File: src/rtl/calc_rr_arbiter_if.sv
// Requester and calculator handshake bundle for calc_rr_arbiter.
// slave = arbiter view, master = requester/calculator view.
interface calc_rr_arbiter_if #(
    parameter int NREQ = 4,
    parameter int DW   = 4
);
    logic [NREQ-1:0]    req;
    logic [2*NREQ-1:0]  req_op;
    logic [DW*NREQ-1:0] req_a;
    logic [DW*NREQ-1:0] req_b;
    logic [NREQ-1:0]    gnt;
    logic [NREQ-1:0]    rsp_valid;
    logic [DW-1:0]      rsp_data;
    logic               rsp_err;
    logic               calc_go;
    logic [1:0]         calc_op;
    logic [DW-1:0]      calc_in1;
    logic [DW-1:0]      calc_in2;
    logic               calc_done;
    logic [DW-1:0]      calc_out;
    logic               busy;

    modport slave (
        input  req, req_op, req_a, req_b, calc_done, calc_out,
        output gnt, rsp_valid, rsp_data, rsp_err, calc_go, calc_op,
               calc_in1, calc_in2, busy
    );

    modport master (
        output req, req_op, req_a, req_b, calc_done, calc_out,
        input  gnt, rsp_valid, rsp_data, rsp_err, calc_go, calc_op,
               calc_in1, calc_in2, busy
    );
endinterface

File: src/rtl/calc_rr_arbiter.sv
// Round-robin share of one calculator among NREQ requesters, with a done watchdog.
// One transaction per (calc latency + 3) cycles; req is only sampled in IDLE.
module calc_rr_arbiter #(
    parameter int NREQ    = 4,
    parameter int DW      = 4,
    parameter int TIMEOUT = 15
) (
    input logic               clk,
    input logic               rst,
    calc_rr_arbiter_if.slave  bus
);
    localparam int IW = $clog2(NREQ);
    localparam int CW = $clog2(TIMEOUT);

    typedef enum logic [1:0] {S_IDLE, S_ISSUE, S_WAIT, S_RESP} state_t;

    state_t          r_state;
    state_t          w_next;
    logic [IW-1:0]   r_ptr;
    logic [IW-1:0]   r_idx;
    logic [1:0]      r_op;
    logic [DW-1:0]   r_a;
    logic [DW-1:0]   r_b;
    logic [DW-1:0]   r_result;
    logic            r_err;
    logic [CW-1:0]   r_cnt;

    logic [2*NREQ-1:0] w_req2;
    logic [NREQ-1:0]   w_rot;
    logic [IW:0]       w_sum;
    logic              w_win_vld;
    logic [IW-1:0]     w_win_idx;
    logic [1:0]        w_sel_op;
    logic [DW-1:0]     w_sel_a;
    logic [DW-1:0]     w_sel_b;
    logic              w_timeout;
    logic [NREQ-1:0]   w_onehot;

    // Rotate so bit 0 is the pointer position; the lowest set bit wins.
    always_comb begin
        w_req2    = {bus.req, bus.req} >> r_ptr;
        w_rot     = w_req2[NREQ-1:0];
        w_win_vld = |w_rot;
        w_sum     = '0;
        for (int k = NREQ - 1; k >= 0; k--) begin
            if (w_rot[k]) begin
                w_sum = {1'b0, r_ptr} + (IW+1)'(k);
            end
        end
        if (w_sum >= (IW+1)'(NREQ)) begin
            w_sum = w_sum - (IW+1)'(NREQ);
        end
        w_win_idx = w_sum[IW-1:0];
    end

    always_comb begin
        w_sel_op = '0;
        w_sel_a  = '0;
        w_sel_b  = '0;
        for (int i = 0; i < NREQ; i++) begin
            if (w_win_idx == IW'(i)) begin
                w_sel_op = bus.req_op[2*i +: 2];
                w_sel_a  = bus.req_a[DW*i +: DW];
                w_sel_b  = bus.req_b[DW*i +: DW];
            end
        end
    end

    assign w_timeout = (r_cnt == CW'(TIMEOUT - 1));

    always_ff @(posedge clk or posedge rst) begin
        if (rst) begin
            r_state <= S_IDLE;
        end else begin
            r_state <= w_next;
        end
    end

    always_comb begin
        w_next = r_state;
        case (r_state)
            S_IDLE:  if (w_win_vld) w_next = S_ISSUE;
            S_ISSUE: w_next = S_WAIT;
            S_WAIT:  if (bus.calc_done || w_timeout) w_next = S_RESP;
            S_RESP:  w_next = S_IDLE;
            default: w_next = S_IDLE;
        endcase
    end

    always_ff @(posedge clk or posedge rst) begin
        if (rst) begin
            r_ptr    <= '0;
            r_idx    <= '0;
            r_op     <= '0;
            r_a      <= '0;
            r_b      <= '0;
            r_result <= '0;
            r_err    <= 1'b0;
            r_cnt    <= '0;
        end else begin
            case (r_state)
                S_IDLE: begin
                    if (w_win_vld) begin
                        r_idx <= w_win_idx;
                        r_op  <= w_sel_op;
                        r_a   <= w_sel_a;
                        r_b   <= w_sel_b;
                    end
                end
                S_ISSUE: r_cnt <= '0;
                S_WAIT: begin
                    r_cnt <= r_cnt + 1'b1;
                    // A done strobe in the final watchdog cycle still counts as success.
                    if (bus.calc_done) begin
                        r_result <= bus.calc_out;
                        r_err    <= 1'b0;
                    end else if (w_timeout) begin
                        r_result <= '0;
                        r_err    <= 1'b1;
                    end
                end
                S_RESP: r_ptr <= (r_idx == IW'(NREQ - 1)) ? '0 : r_idx + 1'b1;
                default: ;
            endcase
        end
    end

    assign w_onehot = NREQ'(1) << r_idx;

    always_comb begin
        bus.calc_go   = (r_state == S_ISSUE);
        bus.gnt       = (r_state != S_IDLE) ? w_onehot : '0;
        bus.rsp_valid = (r_state == S_RESP) ? w_onehot : '0;
        bus.rsp_data  = (r_state == S_RESP) ? r_result : '0;
        bus.rsp_err   = (r_state == S_RESP) && r_err;
        bus.busy      = (r_state != S_IDLE);
        bus.calc_op   = r_op;
        bus.calc_in1  = r_a;
        bus.calc_in2  = r_b;
    end
endmodule

File: src/flat_wrapper.sv
// flat-port wrapper written by rule: the top's interface ports become plain ports
module calc_rr_arbiter_flat 
#(
    parameter int NREQ    = 4,
    parameter int DW      = 4,
    parameter int TIMEOUT = 15
)
  (clk, rst, bus_req, bus_req_op, bus_req_a, bus_req_b, bus_calc_done, bus_calc_out, bus_gnt, bus_rsp_valid, bus_rsp_data, bus_rsp_err, bus_calc_go, bus_calc_op, bus_calc_in1, bus_calc_in2, bus_busy);
  calc_rr_arbiter_if #(.NREQ(NREQ), .DW(DW)) bus_i ();
  input logic clk;
  input logic rst;
  input wire logic [$bits(bus_i.req)-1:0] bus_req;
  input wire logic [$bits(bus_i.req_op)-1:0] bus_req_op;
  input wire logic [$bits(bus_i.req_a)-1:0] bus_req_a;
  input wire logic [$bits(bus_i.req_b)-1:0] bus_req_b;
  input wire logic [$bits(bus_i.calc_done)-1:0] bus_calc_done;
  input wire logic [$bits(bus_i.calc_out)-1:0] bus_calc_out;
  output wire logic [$bits(bus_i.gnt)-1:0] bus_gnt;
  output wire logic [$bits(bus_i.rsp_valid)-1:0] bus_rsp_valid;
  output wire logic [$bits(bus_i.rsp_data)-1:0] bus_rsp_data;
  output wire logic [$bits(bus_i.rsp_err)-1:0] bus_rsp_err;
  output wire logic [$bits(bus_i.calc_go)-1:0] bus_calc_go;
  output wire logic [$bits(bus_i.calc_op)-1:0] bus_calc_op;
  output wire logic [$bits(bus_i.calc_in1)-1:0] bus_calc_in1;
  output wire logic [$bits(bus_i.calc_in2)-1:0] bus_calc_in2;
  output wire logic [$bits(bus_i.busy)-1:0] bus_busy;
  assign bus_i.req = bus_req;
  assign bus_i.req_op = bus_req_op;
  assign bus_i.req_a = bus_req_a;
  assign bus_i.req_b = bus_req_b;
  assign bus_i.calc_done = bus_calc_done;
  assign bus_i.calc_out = bus_calc_out;
  assign bus_gnt = bus_i.gnt;
  assign bus_rsp_valid = bus_i.rsp_valid;
  assign bus_rsp_data = bus_i.rsp_data;
  assign bus_rsp_err = bus_i.rsp_err;
  assign bus_calc_go = bus_i.calc_go;
  assign bus_calc_op = bus_i.calc_op;
  assign bus_calc_in1 = bus_i.calc_in1;
  assign bus_calc_in2 = bus_i.calc_in2;
  assign bus_busy = bus_i.busy;
  calc_rr_arbiter #(.NREQ(NREQ), .DW(DW), .TIMEOUT(TIMEOUT)) u_core (.clk(clk), .rst(rst), .bus(bus_i));
endmodule
File: config.mk
export PLATFORM = sky130hd
export DESIGN_NAME = calc_rr_arbiter_flat
export DESIGN_NICKNAME = d
export VERILOG_FILES = /design/src/rtl/calc_rr_arbiter_if.sv /design/src/rtl/calc_rr_arbiter.sv /design/src/flat_wrapper.sv
export SDC_FILE = /design/constraint.sdc
export NUM_CORES = 1
export LEC_CHECK = 0
export BUFFER_PORTS_ARGS = -buffer_cell sky130_fd_sc_hd__buf_2
export CAP_MARGIN = 25
export CORE_UTILIZATION = 48
export DETAILED_ROUTE_END_ITERATION = 16
export PLACE_DENSITY = 0.79
export SYNTH_ARGS = -nofsm -noshare
export SYNTH_HDL_FRONTEND = slang
export SYNTH_SLANG_ARGS = --single-unit
File: constraint.sdc
create_clock -name clk -period 3.7 [get_ports clk]
set_clock_uncertainty 0.1 [all_clocks]
set_input_delay 0 -clock clk [delete_from_list [all_inputs] [get_ports clk]]
set_output_delay 0 -clock clk [all_outputs]
set_load 0.03 [all_outputs]
==> qor.log <==
INFO  outcome        run_status=complete, no violations
INFO  cts            numCtsBuffers=3
INFO  floorplan      core_area=3390um2
INFO  cts            post_cts_resized=0
INFO  worst_setup_path list_of_cells_traversed_by_the_critical_path=a21boi_1 -> a2bb2oi_2 -> and2_4 -> mux2i_1 -> dlygate4sd3_1 -> a211oi_1 -> dlygate4sd3_1
INFO  floorplan      floorplan.initialDensity=50.9%
INFO  yosys          synth-seq-area-share=36.3%
INFO  yosys          syn_nets=225
INFO  worst_setup_path reg2regPathDepth=7
INFO  placement      post_detail_place_hpwl=2.78mm
INFO  power_and_ir_drop power.share.clock=6.9%
INFO  worst_setup_path reg2reg_from=u_core.r_ptr[1]$_DFFE_PP0P_
INFO  power_and_ir_drop worst_ir_drop_vdd=463uV
INFO  yosys          synth_area_leaders=dfrtp_1 (36%), ha_1 (7.3%), a211oi_2 (6.5%)
INFO  power_and_ir_drop total_switching_power=0.903mW
INFO  cts            cts.sinks=25
INFO  grt            grt_pass1_vias=1507
INFO  sta            clock.fmax=310MHz
INFO  sta            final.hold.worst_slack=3.90ps
INFO  grt            grt_remaining_overflow=0
INFO  cells_and_area n_fill_cell=260
INFO  route          routedWlPerCell=15.3um
INFO  yosys          postSynthAreaPerCell=10.5um2
INFO  route          postRouteAntennaNets=0
INFO  worst_setup_path worstSetupStartpointType=register
INFO  cells_and_area num-nets-final=328
INFO  power_and_ir_drop power.share.switching=48.4%
INFO  sta            layout_worst_path_cycle_share=87.2%
INFO  worst_setup_path setup.reg_to_reg.worst_slack=470ps
INFO  sta            setup_total_negative_slack=0ps
INFO  sta            worst_slack=472ps
INFO  power_and_ir_drop cellInternalPower=0.963mW
INFO  grt            grt_first_pass_wirelength=6.90mm
INFO  route          drtPass1Iterations=4
INFO  sta            setup_viol=0
INFO  power_and_ir_drop total_leakage_power=1.14nW
INFO  grt            grt.total_usage=24.9%
INFO  power_and_ir_drop power_density=757nW/um2
INFO  placement      gp_congestion=0.716
INFO  yosys          yosysWarnings=0
INFO  cts            clock-root-buffer=clkbuf_4
INFO  placement      detailedPlace.worstSlack=1550ps
INFO  yosys          netlist_area=1720um2
INFO  route          postRouteWirelength=4.78mm
INFO  route          vias_per_cell=5.34
INFO  floorplan      io_pins=76
INFO  worst_setup_path endpoint_kind=register
INFO  placement      placed_cell_area=2110um2
INFO  floorplan      placementRows=21
INFO  floorplan      die_height=61.9um
INFO  worst_hold_path min_delay_worst_type=in2async
INFO  cells_and_area final_cell_area=2470um2
INFO  cts            ctsHtreeMaxLevel=1
INFO  yosys          synth_top_area_share=36.3%
INFO  worst_setup_path cp.required=3810ps
INFO  grt            number_of_antenna_violations_at_the_first_check_in_global_routing=0
INFO  cells_and_area drive_above_1_share=38.7%
INFO  worst_setup_path crit_type=reg2reg
INFO  worst_setup_path critPathSlowestCell=dlygate4sd3_1
INFO  cells_and_area synthToLayoutAreaGrowth=43.1%
INFO  worst_setup_path critical_path_peak_fanout=21
INFO  yosys          post_synth_inst_count=164
INFO  cells_and_area diodes=0
INFO  cts            tritoncts_clock_tree=built
INFO  worst_setup_path most_used_cell_cp=dlygate4sd3_1
INFO  route          drc=0
INFO  power_and_ir_drop pwr-share-comb=67.5%
INFO  worst_setup_path count_of_buffer_and_inverter_cells_on_the_critical_path=2
INFO  sta            slew_headroom=52.2%
INFO  grt            grt_start_max_net_pins=26
INFO  cts            ctsLongestPathBuffers=2
INFO  sta            max_slew_violation_total_from_the_final_report=0
INFO  worst_setup_path worstPathArrival=3340ps
INFO  cts            clkTransAtPathRegs=150ps
INFO  route          initial_detailed_routing_violation_count=74
INFO  worst_setup_path critical_path.top_delay_family=buffers and inverters
INFO  sta            grt_setup_unrepaired=false
INFO  floorplan      floorplan.die_area=3840um2
INFO  run            drv.max_cap_violation_count=0
INFO  floorplan      die-width=61.9um
INFO  yosys          netlist-cell-type-count=34
INFO  cts            clkLatencyLatePin=330ps
INFO  yosys          synthDominantAreaCellType=dfrtp_1
INFO  worst_setup_path timing.rr.end=u_core.bus.calc_in2[2]$_DFFE_PP0P_
INFO  yosys          yosys_register_bits=25
INFO  route          route.vias.total=1666
INFO  sta            final_period_minus_worst_setup_slack=3230ps
INFO  placement      numPortBuffers=75
INFO  sta            hold_viol_final=0
INFO  sta            worst_pin_slew=717ps
INFO  worst_setup_path slowest_delay=600ps
INFO  power_and_ir_drop p_seq_share=25.6%
worst reg2reg max path, cell delays in order, from the launching register on:
cell	delay [ps]
dfrtp_1	470
a21boi_1	190
a2bb2oi_2	410
and2_4	480
mux2i_1	240
dlygate4sd3_1	560
a211oi_1	60
dlygate4sd3_1	600
Yosys cell counts:
library cell / n
clkbuf_1: 3
a31oi_1: 1
a2111oi_0: 1
a2111oi_4: 2
dfrtp_1: 25
o22ai_1: 4
a22oi_1: 2
mux2_2: 1
and2_1: 10
a211oi_1: 1
nor4_1: 1
ha_1: 10
nor2_1: 13
o21ai_0: 5
a2111oi_2: 7
a211oi_2: 9
a21boi_0: 2
nand2b_1: 2
buf_8: 1
o21a_1: 1
buf_2: 5
buf_6: 1
nand2_1: 7
nand3_1: 2
a21boi_1: 9
nor3b_1: 1
a2bb2oi_2: 1
inv_1: 12
mux2_1: 1
a21oi_1: 4
nor2b_1: 4
and2_4: 1
a32o_1: 4
mux2i_1: 11
through the flow:
stage	instances	util [%]	total power [mW]
global placement	277	62.2	1.53
detailed placement	277	62.2	1.55
global route	312	72.8	2.01
CTS	311	72.0	1.84
finish	312	72.8	1.87
floorplan	164	-	1.32
what timing repair did:
item,in CTS,in global routing
buffers inserted,0,0
endpoints found under the setup margin,0,0
hold endpoints to repair,40,0
hold buffers,30,0
layout make-up:
type	count	area, um2	share of cell area [%]
clock buffers	3	22.5	0.913
inverters	12	45.0	1.83
flip-flops and latches	25	626	25.4
well taps	46	57.6	2.33
multi-input cells	117	991	40.2
clock inverters	1	7.51	0.304
repair buffers	108	718	29.1
cell usage in the layout, fill, tap and decap left out, types with 5 or more instances in the layout:
cell / Yosys / layout
o21ai_0: 5 / 5
nand2_1: 7 / 7
mux2i_1: 11 / 11
nor2_1: 13 / 13
a211oi_2: 9 / 9
buf_2: 5 / 75
inv_1: 12 / 12
and2_1: 10 / 10
dfrtp_1: 25 / 25
dlygate4sd3_1: 0 / 30
ha_1: 10 / 10
a2111oi_2: 7 / 7
a21boi_1: 9 / 9
flip-flops by register name (all words and copies together), names as in the netlist:
name                 flops
u_core.bus.calc_in1      4
u_core.bus.calc_in2      4
u_core.r_cnt             4
u_core.r_result          4
u_core.bus.calc_op       2
u_core.r_idx             2
u_core.r_ptr             2
u_core.r_state           2
u_core.r_err             1
worst max path at each step:
| stage | to | slack [ps] | depth (start not counted) | from |
|---|---|---|---|---|
| 3_3_place_gp | u_core.bus.calc_in1[2]$_DFFE_PP0P_ | 1610 | 5 | u_core.r_ptr[1]$_DFFE_PP0P_ |
| 2_1_floorplan | u_core.bus.calc_in1[0]$_DFFE_PP0P_ | 1860 | 7 | u_core.r_state[0]$_DFFE_PP0P_ |
| 4_1_cts | u_core.bus.calc_in2[2]$_DFFE_PP0P_ | 530 | 7 | u_core.r_ptr[1]$_DFFE_PP0P_ |
| 6_report | u_core.bus.calc_in2[2]$_DFFE_PP0P_ | 470 | 7 | u_core.r_ptr[1]$_DFFE_PP0P_ |
| 5_1_grt | u_core.bus.calc_in2[2]$_DFFE_PP0P_ | 290 | 7 | u_core.r_ptr[1]$_DFFE_PP0P_ |
| 3_5_place_dp | u_core.bus.calc_in2[2]$_DFFE_PP0P_ | 1550 | 7 | u_core.r_state[1]$_DFFE_PP0P_ |
logic make-up after synthesis:
kind of cell               count (synthesis)  synth area share, %
AOI/OAI and AO/OA                         53                 30.5
buffers and inverters                     22                 6.24
and+or+nand+nor                           41                 12.0
adders and majority gates                 10                 7.26
DFF                                       25                 36.3
muxes                                     13                 7.69
power groups by stage:
stage               sequential, mW  combinational [mW]  clock (mW)
floorplan                    0.574               0.746           0
global placement             0.479                1.05           0
detailed placement           0.479                1.07           0
CTS                          0.473                1.23       0.134
global route                 0.495                1.38       0.140
finish                       0.478                1.26       0.129
layer usage:
metal	part of all wire [%]	vias to the layer above	GRT usage, %
met1	42	790	32.6
met4	2.7	0	9.52
met3	4.2	14	5.18
met5	0	-	0
met2	51	58	40.6
li1	-	804	-
Power figures use the tool's default switching activity.
